$ cat config.mk
export PLATFORM = sky130hd
export DESIGN_NAME = lcd_cmd_queue
export DESIGN_NICKNAME = d
export VERILOG_FILES = /design/src/rtl/singlecycle_pkg.sv /design/src/rtl/sync_fifo.sv /design/src/rtl/lcd_cmd_queue.sv
export SDC_FILE = /design/constraint.sdc
export NUM_CORES = 1
export LEC_CHECK = 0
export CORE_MARGIN = 2
export CORE_UTILIZATION = 40
export DETAILED_ROUTE_END_ITERATION = 8
export SYNTH_ARGS = -nofsm -noshare
export SYNTH_HDL_FRONTEND = slang
export SYNTH_HIERARCHICAL = 1
export SYNTH_SLANG_ARGS = --single-unit
$ cat constraint.sdc
create_clock -name i_clk -period 5.5 [get_ports i_clk]
set_input_delay 0.55 -clock i_clk [delete_from_list [all_inputs] [get_ports i_clk]]
set_output_delay 0.55 -clock i_clk [all_outputs]
set_load 0.05 [all_outputs]
$ cat src/rtl/singlecycle_pkg.sv
// Shared types and constants for the LCD command queue: FSM states, FIFO entry
// layout, LCD I/O register bit positions and the power-on init sequence.
package singlecycle_pkg;

    typedef enum logic [1:0] {
        IDLE  = 2'd0,
        ISSUE = 2'd1,
        WAIT  = 2'd2,
        INIT  = 2'd3
    } lcd_q_state_e;

    typedef struct packed {
        logic       on;
        logic       rs;
        logic       rw;
        logic [7:0] data;
    } lcd_q_entry_t;

    localparam int unsigned LCD_ON_BIT   = 31;
    localparam int unsigned LCD_RS_BIT   = 9;
    localparam int unsigned LCD_RW_BIT   = 8;
    localparam int unsigned LCD_DATA_LSB = 0;
    localparam int unsigned LCD_DATA_W   = 8;

    localparam int unsigned LCD_INIT_LEN = 4;
    localparam logic [7:0] LCD_INIT_SEQ [LCD_INIT_LEN] = '{8'h38, 8'h0C, 8'h06, 8'h01};

    // Clear and return-home need the long HD44780 execution time.
    function automatic logic lcd_is_long_cmd(input lcd_q_entry_t e);
        return !e.rs && !e.rw && ((e.data == 8'h01) || (e.data == 8'h02) || (e.data == 8'h03));
    endfunction

endpackage

$ cat src/rtl/sync_fifo.sv
// Synchronous FIFO with wrap-bit pointers; pushes while full and pops while empty
// are ignored. Flags, level and head data are combinational (_c).
module sync_fifo #(
    parameter int unsigned WIDTH = 8,
    parameter int unsigned DEPTH = 16
) (
    input  logic                     i_clk,
    input  logic                     i_rst,
    input  logic                     i_push,
    input  logic [WIDTH-1:0]         i_wdata,
    input  logic                     i_pop,
    output logic [WIDTH-1:0]         o_rdata_c,
    output logic                     o_full_c,
    output logic                     o_empty_c,
    output logic [$clog2(DEPTH):0]   o_level_c
);

    localparam int unsigned AW = $clog2(DEPTH);

    logic [WIDTH-1:0] r_mem [DEPTH];
    logic [AW:0]      r_wptr;
    logic [AW:0]      r_rptr;
    logic             w_wr;
    logic             w_rd;

    assign o_full_c  = (r_wptr[AW-1:0] == r_rptr[AW-1:0]) && (r_wptr[AW] != r_rptr[AW]);
    assign o_empty_c = (r_wptr == r_rptr);
    assign o_level_c = r_wptr - r_rptr;
    assign o_rdata_c = r_mem[r_rptr[AW-1:0]];

    assign w_wr = i_push && !o_full_c;
    assign w_rd = i_pop && !o_empty_c;

    always_ff @(posedge i_clk or posedge i_rst) begin
        if (i_rst) begin
            r_wptr <= '0;
            r_rptr <= '0;
        end else begin
            if (w_wr) r_wptr <= r_wptr + (AW+1)'(1);
            if (w_rd) r_rptr <= r_rptr + (AW+1)'(1);
        end
    end

    always_ff @(posedge i_clk) begin
        if (w_wr) r_mem[r_wptr[AW-1:0]] <= i_wdata;
    end

endmodule

$ cat src/rtl/lcd_cmd_queue.sv
// Queues LCD words from the core and feeds lcd_ctrl one at a time, spacing them by
// the HD44780 execution time. LCD_QUEUE_INIT_EN adds a power-on init sequence.
module lcd_cmd_queue
    import singlecycle_pkg::*;
#(
    parameter int unsigned DEPTH       = 16,
    parameter int unsigned T_PERIOD_NS = 40,
    parameter int unsigned T_CMD_US    = 40,
    parameter int unsigned T_CLR_US    = 1600
) (
    input  logic                     i_clk,
    input  logic                     i_rst,
    input  logic                     i_vld,
    input  logic [31:0]              i_data,
    output logic                     o_full,
    output logic                     o_empty,
    output logic [$clog2(DEPTH):0]   o_level,
    output logic                     o_ovf,
    output logic                     o_vld,
    input  logic                     i_rdy,
    output logic [7:0]               o_LCD_DATA,
    output logic                     o_LCD_RW,
    output logic                     o_LCD_RS,
    output logic                     o_LCD_ON,
    output logic                     o_busy
);

    localparam int unsigned N_CMD = T_CMD_US * 1000 / T_PERIOD_NS;
    localparam int unsigned N_CLR = T_CLR_US * 1000 / T_PERIOD_NS;
    localparam int unsigned CW    = $clog2(N_CLR) + 1;
    localparam int unsigned LW    = $clog2(DEPTH) + 1;
    localparam int unsigned EW    = $bits(lcd_q_entry_t);

`ifdef LCD_QUEUE_INIT_EN
    localparam lcd_q_state_e ST_RESET = INIT;
`else
    localparam lcd_q_state_e ST_RESET = IDLE;
`endif

    lcd_q_state_e  r_state;
    lcd_q_state_e  w_state_nxt;
    logic          r_vld;
    logic          w_vld_nxt;
    lcd_q_entry_t  r_head;
    lcd_q_entry_t  w_head_nxt;
    logic [CW-1:0] r_cnt;
    logic [CW-1:0] w_cnt_nxt;
    logic [CW-1:0] w_cnt_load;
    logic          r_on;
    logic          r_full;
    logic          r_empty;
    logic [LW-1:0] r_level;
    logic          r_ovf;
    logic          r_busy;

    logic          w_xfer;
    logic          w_load;
    logic          w_pop;
    logic          w_word_avail;
    lcd_q_entry_t  w_next_word;
    lcd_q_entry_t  w_in;
    lcd_q_entry_t  w_fifo_head;
    logic          w_fifo_full;
    logic          w_fifo_empty;
    logic [LW-1:0] w_fifo_level;
    logic          w_unused;

    assign w_in = {i_data[LCD_ON_BIT], i_data[LCD_RS_BIT], i_data[LCD_RW_BIT],
                   i_data[LCD_DATA_LSB +: LCD_DATA_W]};
    assign w_unused = ^{i_data[30:10]};

    sync_fifo #(
        .WIDTH (EW),
        .DEPTH (DEPTH)
    ) u_fifo (
        .i_clk     (i_clk),
        .i_rst     (i_rst),
        .i_push    (i_vld),
        .i_wdata   (w_in),
        .i_pop     (w_pop),
        .o_rdata_c (w_fifo_head),
        .o_full_c  (w_fifo_full),
        .o_empty_c (w_fifo_empty),
        .o_level_c (w_fifo_level)
    );

`ifdef LCD_QUEUE_INIT_EN
    logic [1:0] r_init_idx;
    logic       r_init_pend;
    logic       r_from_init;

    // Init words take priority over the FIFO until the last one has transferred.
    always_ff @(posedge i_clk or posedge i_rst) begin
        if (i_rst) begin
            r_init_idx  <= 2'd0;
            r_init_pend <= 1'b1;
            r_from_init <= 1'b0;
        end else begin
            if (w_load) r_from_init <= r_init_pend;
            if (w_xfer && r_from_init) begin
                r_init_idx <= r_init_idx + 2'd1;
                if (r_init_idx == 2'(LCD_INIT_LEN - 1)) r_init_pend <= 1'b0;
            end
        end
    end

    always_comb begin
        w_next_word = w_fifo_head;
        if (r_init_pend) begin
            w_next_word.on   = 1'b1;
            w_next_word.rs   = 1'b0;
            w_next_word.rw   = 1'b0;
            w_next_word.data = LCD_INIT_SEQ[r_init_idx];
        end
    end

    assign w_word_avail = r_init_pend | ~w_fifo_empty;
    assign w_pop        = w_xfer & ~r_from_init;
`else
    assign w_next_word  = w_fifo_head;
    assign w_word_avail = ~w_fifo_empty;
    assign w_pop        = w_xfer;
`endif

    assign w_cnt_load = lcd_is_long_cmd(r_head) ? CW'(N_CLR - 1) : CW'(N_CMD - 1);

    always_ff @(posedge i_clk or posedge i_rst) begin
        if (i_rst) r_state <= ST_RESET;
        else       r_state <= w_state_nxt;
    end

    // Next state plus issue/wait datapath; w_load marks entry into ISSUE.
    always_comb begin
        w_state_nxt = r_state;
        w_vld_nxt   = r_vld;
        w_head_nxt  = r_head;
        w_cnt_nxt   = r_cnt;
        w_xfer      = 1'b0;
        w_load      = 1'b0;
        case (r_state)
            IDLE, INIT: begin
                if (w_word_avail) w_load = 1'b1;
            end
            ISSUE: begin
                if (i_rdy) begin
                    w_xfer      = 1'b1;
                    w_vld_nxt   = 1'b0;
                    w_cnt_nxt   = w_cnt_load;
                    w_state_nxt = WAIT;
                end
            end
            WAIT: begin
                if (r_cnt == '0) begin
                    if (w_word_avail) w_load = 1'b1;
                    else              w_state_nxt = IDLE;
                end else begin
                    w_cnt_nxt = r_cnt - CW'(1);
                end
            end
            default: w_state_nxt = IDLE;
        endcase
        if (w_load) begin
            w_state_nxt = ISSUE;
            w_vld_nxt   = 1'b1;
            w_head_nxt  = w_next_word;
        end
    end

    always_ff @(posedge i_clk or posedge i_rst) begin
        if (i_rst) begin
            r_vld   <= 1'b0;
            r_head  <= '0;
            r_cnt   <= '0;
            r_on    <= 1'b0;
            r_full  <= 1'b0;
            r_empty <= 1'b1;
            r_level <= '0;
            r_ovf   <= 1'b0;
            r_busy  <= 1'b0;
        end else begin
            r_vld   <= w_vld_nxt;
            r_head  <= w_head_nxt;
            r_cnt   <= w_cnt_nxt;
            if (w_xfer) r_on <= r_head.on;
            r_full  <= w_fifo_full;
            r_empty <= w_fifo_empty;
            r_level <= w_fifo_level;
            r_ovf   <= r_ovf | (i_vld & w_fifo_full);
            // A push this edge makes the FIFO non-empty even if the FSM idles.
            r_busy  <= (w_state_nxt != IDLE) | ~w_fifo_empty | i_vld;
        end
    end

    assign o_vld      = r_vld;
    assign o_LCD_DATA = r_head.data;
    assign o_LCD_RW   = r_head.rw;
    assign o_LCD_RS   = r_head.rs;
    assign o_LCD_ON   = r_on;
    assign o_full     = r_full;
    assign o_empty    = r_empty;
    assign o_level    = r_level;
    assign o_ovf      = r_ovf;
    assign o_busy     = r_busy;

endmodule

==> results.cfg <==
[status]
status = complete, no violations

[worst_setup_path]
cpPeakStageDelay_ps = 1030
startpoint = u_fifo/r_rptr[3]
critical_path.cell_chain = inv_1 > ha_1 > nand4_1 > o21a_1 > nand2_1 > nor2_1
worstSetupEndpointType = flop
arrival_ps = 4070
cp_slowest_cell = nor2_1
r2r_start = u_fifo/r_rptr[3]
critPathLaunchType = flop
cp_max_fo = 15
crit_type = reg -> reg
crit_required_ps = 5620

[synth]
syn_nets = 698
ys_types = 73
synth-async-reset-ratio_pct = 22.5
avgSynthCellArea_um2 = 15.4
synthFlopType = edfxtp_1
yosysTopAreaCellShare_pct = 52.8
synthTopCellsByCount = 176 x edfxtp_1, 50 x dfrtp_1, 38 x mux2i_1
synth_edf_count = 176
ys_ff_latch = 227
synth_warnings = 6
ys_seq_area_share_pct = 65.6
synth.cell_area_um2 = 10000
postSynthCellCount = 649
yosysMostFrequentCell = edfxtp_1
ys_top_cells_by_area = edfxtp_1 53%, dfrtp_1 13%, mux4_2 6.3%
yosys.area.top_type = edfxtp_1

[die]
core_um2 = 24500
start_util_pct = 40.9
ios = 57
die-area_um2 = 26300
die_h_um = 162
dieWidth_um = 162
rows = 57

[cells_and_area]
drive_gt1_share_pct = 14.3
final_nets = 722
area_growth_pct = 14.1
antennaDiodeCount = 0
post-route-util_pct = 46.6

[clock_network]
clk_path_buf_depth = 3
cts_made_buffers = 24
clockRootBuffer = clkbuf_16
cts_tree = done
cts_hold_buf = 0
clkTransAtPathRegs_ps = 60
htree_levels = 1
clock_sinks = 227
clk-insertion-delay-late_ps = 530
ctsResizeCount = 0
cts_setup_buffers = 0

[timing]
fin_crit_ps = 3950
fmax_ghz = 0.253
setup_violations = 0
drv_slew = 0
fin_skew_ps = 17.6
tightest_slew_ps = 1320
slew_headroom_pct = 11.9
setup_slack_ps = 1550
finalHoldViolations = 0
rsz0062_at_grt = no
post-route-period-util_pct = 71.7
setup_tns_ps = 0

[place]
dp_hpwl_um = 13300
preCtsSetupSlack_ps = 1550
routabilityCongestion = 0.789
portBuffers = 35

[power]
swShare_pct = 35.4
leakage_nw = 3.91
seq_power_share_pct = 36.6
p_per_area_nw_per_um2 = 561
peakVddDrop_uv = 388
internal-power_w = 0.00413
clkPwrFrac_pct = 27.2
power.share.combinational_pct = 36.2
power_switching_w = 0.00227

[global_route]
grt_antenna_before_repair = 0
grt_pass1_wl_um = 32600
overflow = 0
grt_max_degree = 58
track_usage_pct = 16.0
grt_pass1_vias = 5743

[detailed_routing]
antenna_left = 0
drt-pass1-iter-count = 5
drt-initial-drc-count = 488
wl_um = 20700
wl_per_cell_um = 20.5
routed_via_density = 5.67
drc_errors = 0
vias = 5750

[hold_path]
hold_path_class = in -> async

[job]
maxCapViolations = 0
==> cell type report <==
cell class,instances,area (µm²)
Clock buffer,30,664
Clock inverter,13,214
Fill cell,2119,13100
Inverter,17,63.8
Multi-Input combinational cell,361,3090
Sequential cell,227,6570
Tap cell,324,405
Timing Repair Buffer,42,403
==> per-layer routing <==
| metal | vias to the layer above | part of all wire [%] | GRT usage, % |
|---|---|---|---|
| met1 | 2956 | 47 | 23.1 |
| met2 | 163 | 46 | 25.6 |
| met5 | - | 0 | 0 |
| met4 | 0 | 2.2 | 3.82 |
| met3 | 28 | 4.9 | 2.48 |
| li1 | 2603 | - | - |
==> metrics by stage <==
stage / hold slack [ps] / instances / power (W) / instance area (µm²)
2_1_floorplan: 390 / 649 / 0.00413 / 10000
3_3_place_gp: 442 / 971 / 0.00463 / 10500
4_1_cts: 361 / 1014 / 0.00646 / 11400
6_report: 367 / 1014 / 0.00640 / 11400
5_1_grt: 394 / 1014 / 0.00674 / 11400
3_5_place_dp: 447 / 971 / 0.00470 / 10500
==> power groups by stage <==
stage / Sequential (W) / Clock, W / Combinational, W
finish: 0.00234 / 0.00174 / 0.00232
global route: 0.00236 / 0.00185 / 0.00252
global placement: 0.00235 / 0 / 0.00228
floorplan: 0.00244 / 0 / 0.00169
CTS: 0.00234 / 0.00178 / 0.00233
detailed placement: 0.00237 / 0 / 0.00232
==> cell families (layout without fill, tap and decap cells) <==
group	count (synthesis)	in the layout	synth area share [%]
AO/OA/AOI/OAI	113	113	7.63
XOR/XNOR	12	12	1.05
adder cells (fa/ha/maj)	13	13	1.70
buffers and inverters	61	102	3.46
flip-flops	227	227	65.6
multiplexers	75	75	11.9
AND/OR/NAND/NOR	148	148	8.67
==> path summary, 6_finish.rpt <==
| check | to | slack [ps] | cells after the start |
|---|---|---|---|
| worst max-delay path | u_fifo/r_mem[6][8] | 1550 | 6 |
| worst min-delay path | u_fifo/r_wptr[2] | 370 | 2 |
| worst max register to register | u_fifo/r_mem[6][8] | 1550 | 6 |
| worst min register to register | o_ovf | 460 | 1 |
| max in group asynchronous | r_cnt[1] | 4610 | 3 |
| min in group i_clk | o_ovf | 460 | 1 |
==> sequential cells by signal (all words and copies together), names as in the netlist, 2 cells and up <==
name	cells
o_level	5
u_fifo/r_rptr	5
r_state	2
u_fifo/r_wptr	5
u_fifo/r_mem	176
r_cnt	17
o_LCD_DATA	8
==> worst max-delay path, delay by kind of cell, from the launching register on <==
| kind | cells | cell delay (ps) |
|---|---|---|
| AND/OR/NAND/NOR | 3 | 1410 |
| flip-flops | 1 | 770 |
| buffers and inverters | 1 | 540 |
| adder cells (fa/ha/maj) | 1 | 490 |
| AO/OA/AOI/OAI | 1 | 320 |
==> layout by cell type (no fill, tap or decap), types with 4 or more instances in the layout <==
master,synthesis,layout
a21oi_1,23,23
a22oi_1,12,12
a32oi_1,11,11
and3_1,11,11
buf_4,10,7
bufinv_16,0,5
clkbuf_16,0,25
clkdlybuf4s50_1,0,35
clkinv_2,0,6
dfrtp_1,50,48
edfxtp_1,176,176
ha_1,12,12
inv_1,17,17
mux2_2,4,4
mux2i_1,38,38
mux4_1,5,5
mux4_2,28,28
nand2_1,24,24
nand2b_1,6,6
nand3_1,14,14
nand4_1,18,18
nor2_1,20,20
nor2b_1,14,14
nor3_1,9,9
o21ai_0,19,19
o21ai_1,12,12
or2_2,4,4
or3_1,5,5
or4_1,4,4
xnor2_1,10,10
Note: power is estimated with default switching activity, not from simulation.
